--- src/rtl/acc_sha256.sv ---
// acc_sha256: memory-mapped SHA-256 compression engine.
// Software loads sixteen message words, writes a start command, and the
// block runs 64 rounds and then streams the eight digest words out.
module acc_sha256 (
  input  logic        clk,
  input  logic        reset,
  input  logic        chipselect,
  input  logic        write,
  input  logic [4:0]  address,
  input  logic [31:0] writedata,
  output logic [31:0] data_out,
  output logic [3:0]  writeaddress
);

  typedef enum logic [1:0] {
    IDLE  = 2'd0,
    ROUND = 2'd1,
    FINAL = 2'd2,
    OUT   = 2'd3
  } state_t;

  localparam logic [31:0] H_INIT [0:7] = '{
    32'h6a09e667, 32'hbb67ae85, 32'h3c6ef372, 32'ha54ff53a,
    32'h510e527f, 32'h9b05688c, 32'h1f83d9ab, 32'h5be0cd19
  };

  localparam logic [31:0] K [0:63] = '{
    32'h428a2f98, 32'h71374491, 32'hb5c0fbcf, 32'he9b5dba5,
    32'h3956c25b, 32'h59f111f1, 32'h923f82a4, 32'hab1c5ed5,
    32'hd807aa98, 32'h12835b01, 32'h243185be, 32'h550c7dc3,
    32'h72be5d74, 32'h80deb1fe, 32'h9bdc06a7, 32'hc19bf174,
    32'he49b69c1, 32'hefbe4786, 32'h0fc19dc6, 32'h240ca1cc,
    32'h2de92c6f, 32'h4a7484aa, 32'h5cb0a9dc, 32'h76f988da,
    32'h983e5152, 32'ha831c66d, 32'hb00327c8, 32'hbf597fc7,
    32'hc6e00bf3, 32'hd5a79147, 32'h06ca6351, 32'h14292967,
    32'h27b70a85, 32'h2e1b2138, 32'h4d2c6dfc, 32'h53380d13,
    32'h650a7354, 32'h766a0abb, 32'h81c2c92e, 32'h92722c85,
    32'ha2bfe8a1, 32'ha81a664b, 32'hc24b8b70, 32'hc76c51a3,
    32'hd192e819, 32'hd6990624, 32'hf40e3585, 32'h106aa070,
    32'h19a4c116, 32'h1e376c08, 32'h2748774c, 32'h34b0bcb5,
    32'h391c0cb3, 32'h4ed8aa4a, 32'h5b9cca4f, 32'h682e6ff3,
    32'h748f82ee, 32'h78a5636f, 32'h84c87814, 32'h8cc70208,
    32'h90befffa, 32'ha4506ceb, 32'hbef9a3f7, 32'hc67178f2
  };

  function automatic logic [31:0] rotr(input logic [31:0] x, input int unsigned n);
    return (x >> n) | (x << (32 - n));
  endfunction

  state_t      state;
  logic [31:0] m    [0:15];
  logic [31:0] w    [0:15];
  logic [31:0] hash [0:7];
  logic [31:0] a, b, c, d, e, f, g, h;
  logic [5:0]  t;
  logic [3:0]  out_cnt;

  logic        wr_en;
  logic [31:0] big_sigma1, big_sigma0, ch, maj, t1, t2;
  logic [31:0] small_sigma0, small_sigma1, w_new;

  assign wr_en = chipselect & write;

  // Round function and next schedule word; w[0] is always W_t for the current round.
  always_comb begin
    big_sigma1   = rotr(e, 6) ^ rotr(e, 11) ^ rotr(e, 25);
    big_sigma0   = rotr(a, 2) ^ rotr(a, 13) ^ rotr(a, 22);
    ch           = (e & f) ^ (~e & g);
    maj          = (a & b) ^ (a & c) ^ (b & c);
    t1           = h + big_sigma1 + ch + K[t] + w[0];
    t2           = big_sigma0 + maj;
    small_sigma0 = rotr(w[1], 7) ^ rotr(w[1], 18) ^ (w[1] >> 3);
    small_sigma1 = rotr(w[14], 17) ^ rotr(w[14], 19) ^ (w[14] >> 10);
    w_new        = small_sigma1 + w[9] + small_sigma0 + w[0];
  end

  // Control FSM, message registers, working state and registered outputs.
  always_ff @(posedge clk or negedge reset) begin
    if (!reset) begin
      state        <= IDLE;
      data_out     <= '0;
      writeaddress <= '0;
      t            <= '0;
      out_cnt      <= '0;
      a <= '0; b <= '0; c <= '0; d <= '0;
      e <= '0; f <= '0; g <= '0; h <= '0;
      for (int i = 0; i < 16; i++) begin
        m[i] <= '0;
        w[i] <= '0;
      end
      for (int i = 0; i < 8; i++) begin
        hash[i] <= '0;
      end
    end else begin
      case (state)
        IDLE: begin
          data_out     <= '0;
          writeaddress <= '0;
          if (wr_en && (address[4] == 1'b0)) begin
            m[address[3:0]] <= writedata;
          end
          if (wr_en && (address == 5'd16) && writedata[0]) begin
            a <= H_INIT[0]; b <= H_INIT[1]; c <= H_INIT[2]; d <= H_INIT[3];
            e <= H_INIT[4]; f <= H_INIT[5]; g <= H_INIT[6]; h <= H_INIT[7];
            for (int i = 0; i < 16; i++) begin
              w[i] <= m[i];
            end
            t     <= '0;
            state <= ROUND;
          end
        end
        ROUND: begin
          h <= g;
          g <= f;
          f <= e;
          e <= d + t1;
          d <= c;
          c <= b;
          b <= a;
          a <= t1 + t2;
          for (int i = 0; i < 15; i++) begin
            w[i] <= w[i+1];
          end
          w[15] <= w_new;
          t     <= t + 6'd1;
          if (t == 6'd63) begin
            state <= FINAL;
          end
        end
        FINAL: begin
          hash[0] <= H_INIT[0] + a;
          hash[1] <= H_INIT[1] + b;
          hash[2] <= H_INIT[2] + c;
          hash[3] <= H_INIT[3] + d;
          hash[4] <= H_INIT[4] + e;
          hash[5] <= H_INIT[5] + f;
          hash[6] <= H_INIT[6] + g;
          hash[7] <= H_INIT[7] + h;
          out_cnt <= '0;
          state   <= OUT;
        end
        OUT: begin
          if (out_cnt == 4'd8) begin
            data_out     <= '0;
            writeaddress <= '0;
            state        <= IDLE;
          end else begin
            data_out     <= hash[out_cnt[2:0]];
            writeaddress <= {1'b1, out_cnt[2:0]};
            out_cnt      <= out_cnt + 4'd1;
          end
        end
        default: begin
          state <= IDLE;
        end
      endcase
    end
  end

endmodule

--- config.mk ---
export PLATFORM = sky130hd
export DESIGN_NAME = acc_sha256
export DESIGN_NICKNAME = d
export VERILOG_FILES = /design/src/rtl/acc_sha256.sv
export SDC_FILE = /design/constraint.sdc
export NUM_CORES = 2
export LEC_CHECK = 0
export CORE_UTILIZATION = 51
export CTS_BUF_LIST = sky130_fd_sc_hd__clkbuf_8
export DETAILED_ROUTE_END_ITERATION = 8
export GPL_TIMING_DRIVEN = 0
export PLACE_DENSITY = 0.74
export SYNTH_ARGS = -nofsm -noshare
export SYNTH_HDL_FRONTEND = slang
export SYNTH_SLANG_ARGS = --single-unit
--- constraint.sdc ---
create_clock -name clk -period 13.8 [get_ports clk]
set_clock_uncertainty 0.15 [all_clocks]
set_input_delay 2.07 -clock clk [delete_from_list [all_inputs] [get_ports clk]]
set_output_delay 2.07 -clock clk [all_outputs]
set_load 0.02 [all_outputs]
After elaboration in Yosys (flattened, before gate mapping)
Memories as Yosys holds them, arrays and structs flattened.
Index checks and enable logic that the tools add are counted.

cells by class
  divide/modulo/power cells = 0
  shift-type cells = 0
  mux-type cells = 38
  bitwise operators = 32
  reduce and logical (&&, ||, !) cells = 12
  eq/ne operators = 10
  order comparisons = 4
  $mul = 0
  add/subtract/negate cells = 20

operator list
  kind                    number
  $pmux 512 s2            1
  $pmux 32 s2             9
  $bwmux 512              1
  $mux 512                1
  $mux 32                 14
  $add 32x32->32          10
  $xor 32x32->32          9
  $and 32x32->32          5
  $demux 32 s4            1
  $add 31x32->32 const A  3
  $add 32x32->32 const A  3
  $bmux 32 s3             1
  $add 29x32->32 const A  1
  $add 30x32->32 const A  1
  $not 32->32             1
  $or 10x32->32           1
  $or 13x32->32           1
  $or 14x32->32           1
  $or 15x32->32           1
  $or 19x32->32           1
  $or 21x32->32           1
  $or 25x32->32           1
  $or 26x32->32           1
  $or 30x32->32           1
  31 further kinds        46

storage, ports and cells
  RAM bits = 0
  logic and storage cells = 170
  bits in read-only memories = 2048
  register bits = 1584
  output and inout bits = 36
  latch bits = 0
  input bits = 41
  memories kept = 1

memories
  memory            depth  width  rd ports  clocked after Yosys merged registers in  write ports  RTL line  RTL
  (name not given)  64     32     1         0                                        0            70        t1 = h + big_sigma1 + ch + K[t] + w[0];

Logic depth before layout (Yosys ltp)
  word-level depth = 9
  depth in mapped cells = 37
  gate-level depth less buffers = 35

Worst setup path after synthesis
OpenSTA, ideal clock, no wires.

  kind = register to register
  from = register t[1]
  to = register a[28]
  buffers on the path = 3
  period minus slack after synthesis = 7443 ps
  slack = 6357 ps
  data required time = 13521 ps
  data arrival time = 7164 ps
  stages on the path, launching flop included = 35
  setup time = 129 ps
  cells stage by stage = dfrtp_1 -> inv_1 -> ha_1 -> clkbuf_1 -> and2_1 -> clkbuf_1 -> a21oi_1 -> mux4_2 -> fa_1 -> inv_1 -> ha_1 -> a211oi_1 -> o31a_1 -> o21ai_0 -> o41ai_2 -> nor2_1 -> o21a_1 -> o21ai_0 -> nand2b_1 -> a21oi_1 -> xor2_1 -> fa_1 -> inv_1 -> ha_1 -> clkbuf_1 -> nand2_1 -> o21ai_0 -> a21oi_1 -> o211ai_1 -> nand3_1 -> o211ai_2 -> a2111o_1 -> a31oi_1 -> xor2_1 -> o21ai_1

between the ends
  cells in the longest elaborated chain, start to end = 8

RTL lines
  element                                     RTL line  RTL
  from (decl)                                 55        logic [5:0] t;
  from (signal assigned)                      125       t <= t + 6'd1;
  $not 6->7 (not written as such)             70
  $mem_v2 64x32                               -
  $mux 32 (not written as such) (2 in a row)  70
  $add 32x32->32 (2 in a row)                 70
  $add 32x32->32                              120       a <= t1 + t2;
  $pmux 32 s2                                 95        case (state)
  to (signal assigned)                        103       a <= H_INIT[0]; b <= H_INIT[1]; c <= H_INIT[2]; d <= H_INIT[3];
  to (signal assigned)                        120
  to (decl)                                   54        logic [31:0] a, b, c, d, e, f, g, h;

Every way passes these cells. The select of a mux whose other input is x is not followed.
A chain may end at the register's enable or synchronous reset.

Worst setup path in the final report
  from = register t[1]
  to = register a[31]

The elaborated chain is that of the path after synthesis.

==> results.txt <==
Class of the most critical hold timing path: register to register
Highest achievable clock rate: 86.7 MHz
CP max stage delay: 0.84 ns
Setup slack after placement: 2.48 ns
Number of H-tree branching levels: 5
Cell type group with the largest total delay on the critical path: compound AO/OA/AOI/OAI gates
Antenna violations before repair: 9
Per-cell routed wire length: 29.9 um
Die width: 406 um
Cells after Synth: 8029
Failing checks: capacitance limit, slew limit
Prevailing post-synth register cell: sky130_fd_sc_hd__dfrtp_1
Most utilized layer in the global route result: met2
Dominant cells by area after synthesis: sky130_fd_sc_hd__dfrtp_1, sky130_fd_sc_hd__mux2_2, sky130_fd_sc_hd__nand2_1
DRT antenna net count: 0
Post-synthesis async set-or-reset flop share: 100%
CTS tree: built
Placement Rows: 147
Final wirelength: 322 mm
Die height: 406 um
Most frequent cells after synthesis: sky130_fd_sc_hd__dfrtp_1, sky130_fd_sc_hd__nand2_1, sky130_fd_sc_hd__mux2_2, sky130_fd_sc_hd__clkbuf_1, sky130_fd_sc_hd__a22oi_1
Share of post-route cells with drive strength above 1: 13.4%
Dominant cell by count in the synthesized netlist: sky130_fd_sc_hd__dfrtp_1
Number of buffers added for setup after CTS: 0
Area growth from synthesis to final layout: 10.9%
Global-route wire length before repair: 458 mm
DP Wirelength: 242 mm
Final hold violations: 0
Hold Startpoint: m[89]$_DFFE_PN0P_
Largest net degree at the start of global routing: 174
Final Setup Violations: 0
Clock input transition at the sequential cells of the worst setup and hold paths: 0.06 ns
Post-Syn Area per Cell: 10.4 um^2
Met3 usage in global routing: 9.63%
Average via count per standard cell: 6.29
Synth Cell Area: 83200 um^2
Buffers added on ports: 76
Data required, critical path: 14.54 ns
Met1 GRT Util: 47.4%
Largest vdd supply drop: 0.115 mV
Kind of critical path: register to register
Critical path arrival: 12.28 ns
Initial Utilization: 51.6%
Slew at the pin closest to its max-slew limit: 1.59 ns
Nets: 8784
Root buffer selected by CTS: sky130_fd_sc_hd__clkbuf_8
Number of slew-limit violations in the final report: 47
Number of hold buffers added after cts: 0
Max_cap viols: 8
Crit path capture type: register
Setup repair after global routing missed its margin: no
Placer congestion estimate: 1.02
Number of gates given a new drive strength after cts: 0
Period utilisation layout: 83.6%
Sinks on Clock Net: 1584
Worst R2R Start: t[1]$_DFFE_PN0P_
Global Route met2 Usage: 58.7%
Lkg Pwr: 44.8 nW
Rel. slew slack: -6.31%
Routed vias: 67569
Outcome: finished, violations left
Overall track demand over capacity in global routing: 39.0%
Critical path buffer and inverter count: 4
DRC: 0
Number of flip-flops and latches in the synthesized netlist: 1584
CP max FO: 12
Count of unique library cells instantiated by Yosys: 86
Synth top area share: 47.7%
Ports: 77
Die footprint: 165000 um^2
Startpoint type of the worst setup path: register
Final Power: 0.00910 W
Violation count after the first detailed-route iteration: 9029
Clock network latency to the later pin of the worst-skew pair: 1.08 ns
Cell taking the most area after synthesis: sky130_fd_sc_hd__dfrtp_1
Vias in the first global route: 65526
Startpoint of the worst setup timing path: t[1]$_DFFE_PN0P_
Slowest CP cell: sky130_fd_sc_hd__xor2_1
Total negative slack for setup checks: 0 ns
Fin crit period: 11.54 ns
Num CTS Buffers: 278
Number of nets in the synthesized netlist: 8417
Synthesis Warnings: 0
Total congestion overflow after global routing: 0
Deepest clock path buffer count: 4
First-pass DRT Iterations: 8
Total core area: 161000 um^2
Share of the yosys chip area belonging to registers: 47.7%
Number of synthesized flops with an enable pin: 0
Worst path setup slack after routing: 2.26 ns
Power per Cell Area: 98.6 nW/um^2
-- sequential cells by signal, indices dropped and copies added (netlist names), 6 cells and up --
| signal | cells |
|---|---|
| g | 32 |
| a | 32 |
| t | 6 |
| h | 32 |
| hash | 256 |
| d | 32 |
| m | 512 |
| b | 32 |
| data_out | 32 |
| c | 32 |
| f | 32 |
| w | 512 |
| e | 32 |
-- per-layer routing --
metal / part of all wire, % / up-vias
met5: 0.0072 / -
met4: 9.8 / 4
met3: 10 / 1172
met2: 44 / 4210
met1: 36 / 33887
li1: - / 28296
-- worst paths after layout --
| path | to | slack, ns | depth (start not counted) |
|---|---|---|---|
| min in group asynchronous | b[22]$_DFFE_PN0P_ | 0.74 | 1 |
| setup reg to reg | a[31]$_DFFE_PN0P_ | 2.26 | 31 |
| max in group asynchronous | m[401]$_DFFE_PN0P_ | 9.39 | 6 |
| hold / removal | w[89]$_DFFE_PN0P_ | 0.29 | 2 |
| hold reg to reg | w[89]$_DFFE_PN0P_ | 0.29 | 2 |
| setup / recovery | a[31]$_DFFE_PN0P_ | 2.26 | 31 |
-- layout by cell type (no fill, tap or decap), types with 67 or more instances in the layout --
cell,Yosys,routed
sky130_fd_sc_hd__nand3_1,67,67
sky130_fd_sc_hd__a31oi_1,146,146
sky130_fd_sc_hd__mux2_2,632,632
sky130_fd_sc_hd__mux4_2,71,71
sky130_fd_sc_hd__nand2_1,1301,1301
sky130_fd_sc_hd__xor2_1,165,165
sky130_fd_sc_hd__clkbuf_8,0,339
sky130_fd_sc_hd__nor3_1,73,73
sky130_fd_sc_hd__clkdlybuf4s50_1,0,75
sky130_fd_sc_hd__nor2_1,407,407
sky130_fd_sc_hd__o21ai_0,314,314
sky130_fd_sc_hd__fa_1,187,187
sky130_fd_sc_hd__a21oi_1,335,335
sky130_fd_sc_hd__ha_1,160,160
sky130_fd_sc_hd__xnor2_1,402,402
sky130_fd_sc_hd__clkbuf_1,496,490
sky130_fd_sc_hd__buf_1,75,75
sky130_fd_sc_hd__a21o_1,69,69
sky130_fd_sc_hd__dfrtp_1,1584,1584
sky130_fd_sc_hd__a22oi_1,474,474
sky130_fd_sc_hd__inv_1,457,547
-- through the flow --
stage	utilization (%)	instance area [um^2]	instances	hold WS, ns
3_3_place_gp	53.7	86600	10265	0.298
6_report	57.2	92300	10745	0.291
2_1_floorplan	-	83200	8029	0.290
3_5_place_dp	53.9	87000	10276	0.302
4_1_cts	57.2	92200	10733	0.277
5_1_grt	57.2	92200	10737	0.309
-- power by group --
| part | internal [W] | switching (W) |
|---|---|---|
| Sequential | 0.00465 | 0.00000184 |
| Clock | 0.00228 | 0.00199 |
| Combinational | 0.0000257 | 0.000155 |
-- area by class of cell --
cell class / count / area, um^2
Timing Repair Buffer: 87 / 1080
Buffer: 582 / 2210
Inverter: 463 / 1740
Antenna cell: 12 / 30.0
Multi-Input combinational cell: 5400 / 39600
Sequential cell: 1584 / 39600
Clock inverter: 118 / 602
Clock buffer: 339 / 4670
Fill cell: 13832 / 69000
Tap cell: 2160 / 2700
-- worst min-delay path, delay by kind of cell (launching register included) --
family           cells  cell delay (ns)
AND/OR/NAND/NOR      2             0.10
flip-flops           1             0.35
-- cells by family (layout without fill, tap and decap cells) --
kind of cell	count (synthesis)	in the layout	share of synthesized area, %
muxes	764	764	11.2
other	0	12	0
buffers and inverters	1045	1589	4.74
DFF	1584	1584	47.7
xor gates and xnor gates	567	567	5.97
and+or+nand+nor	2020	2020	9.93
AOI/OAI and AO/OA	1685	1685	13.4
adders and majority gates	364	364	7.11
(Power assumes the default switching activity.)
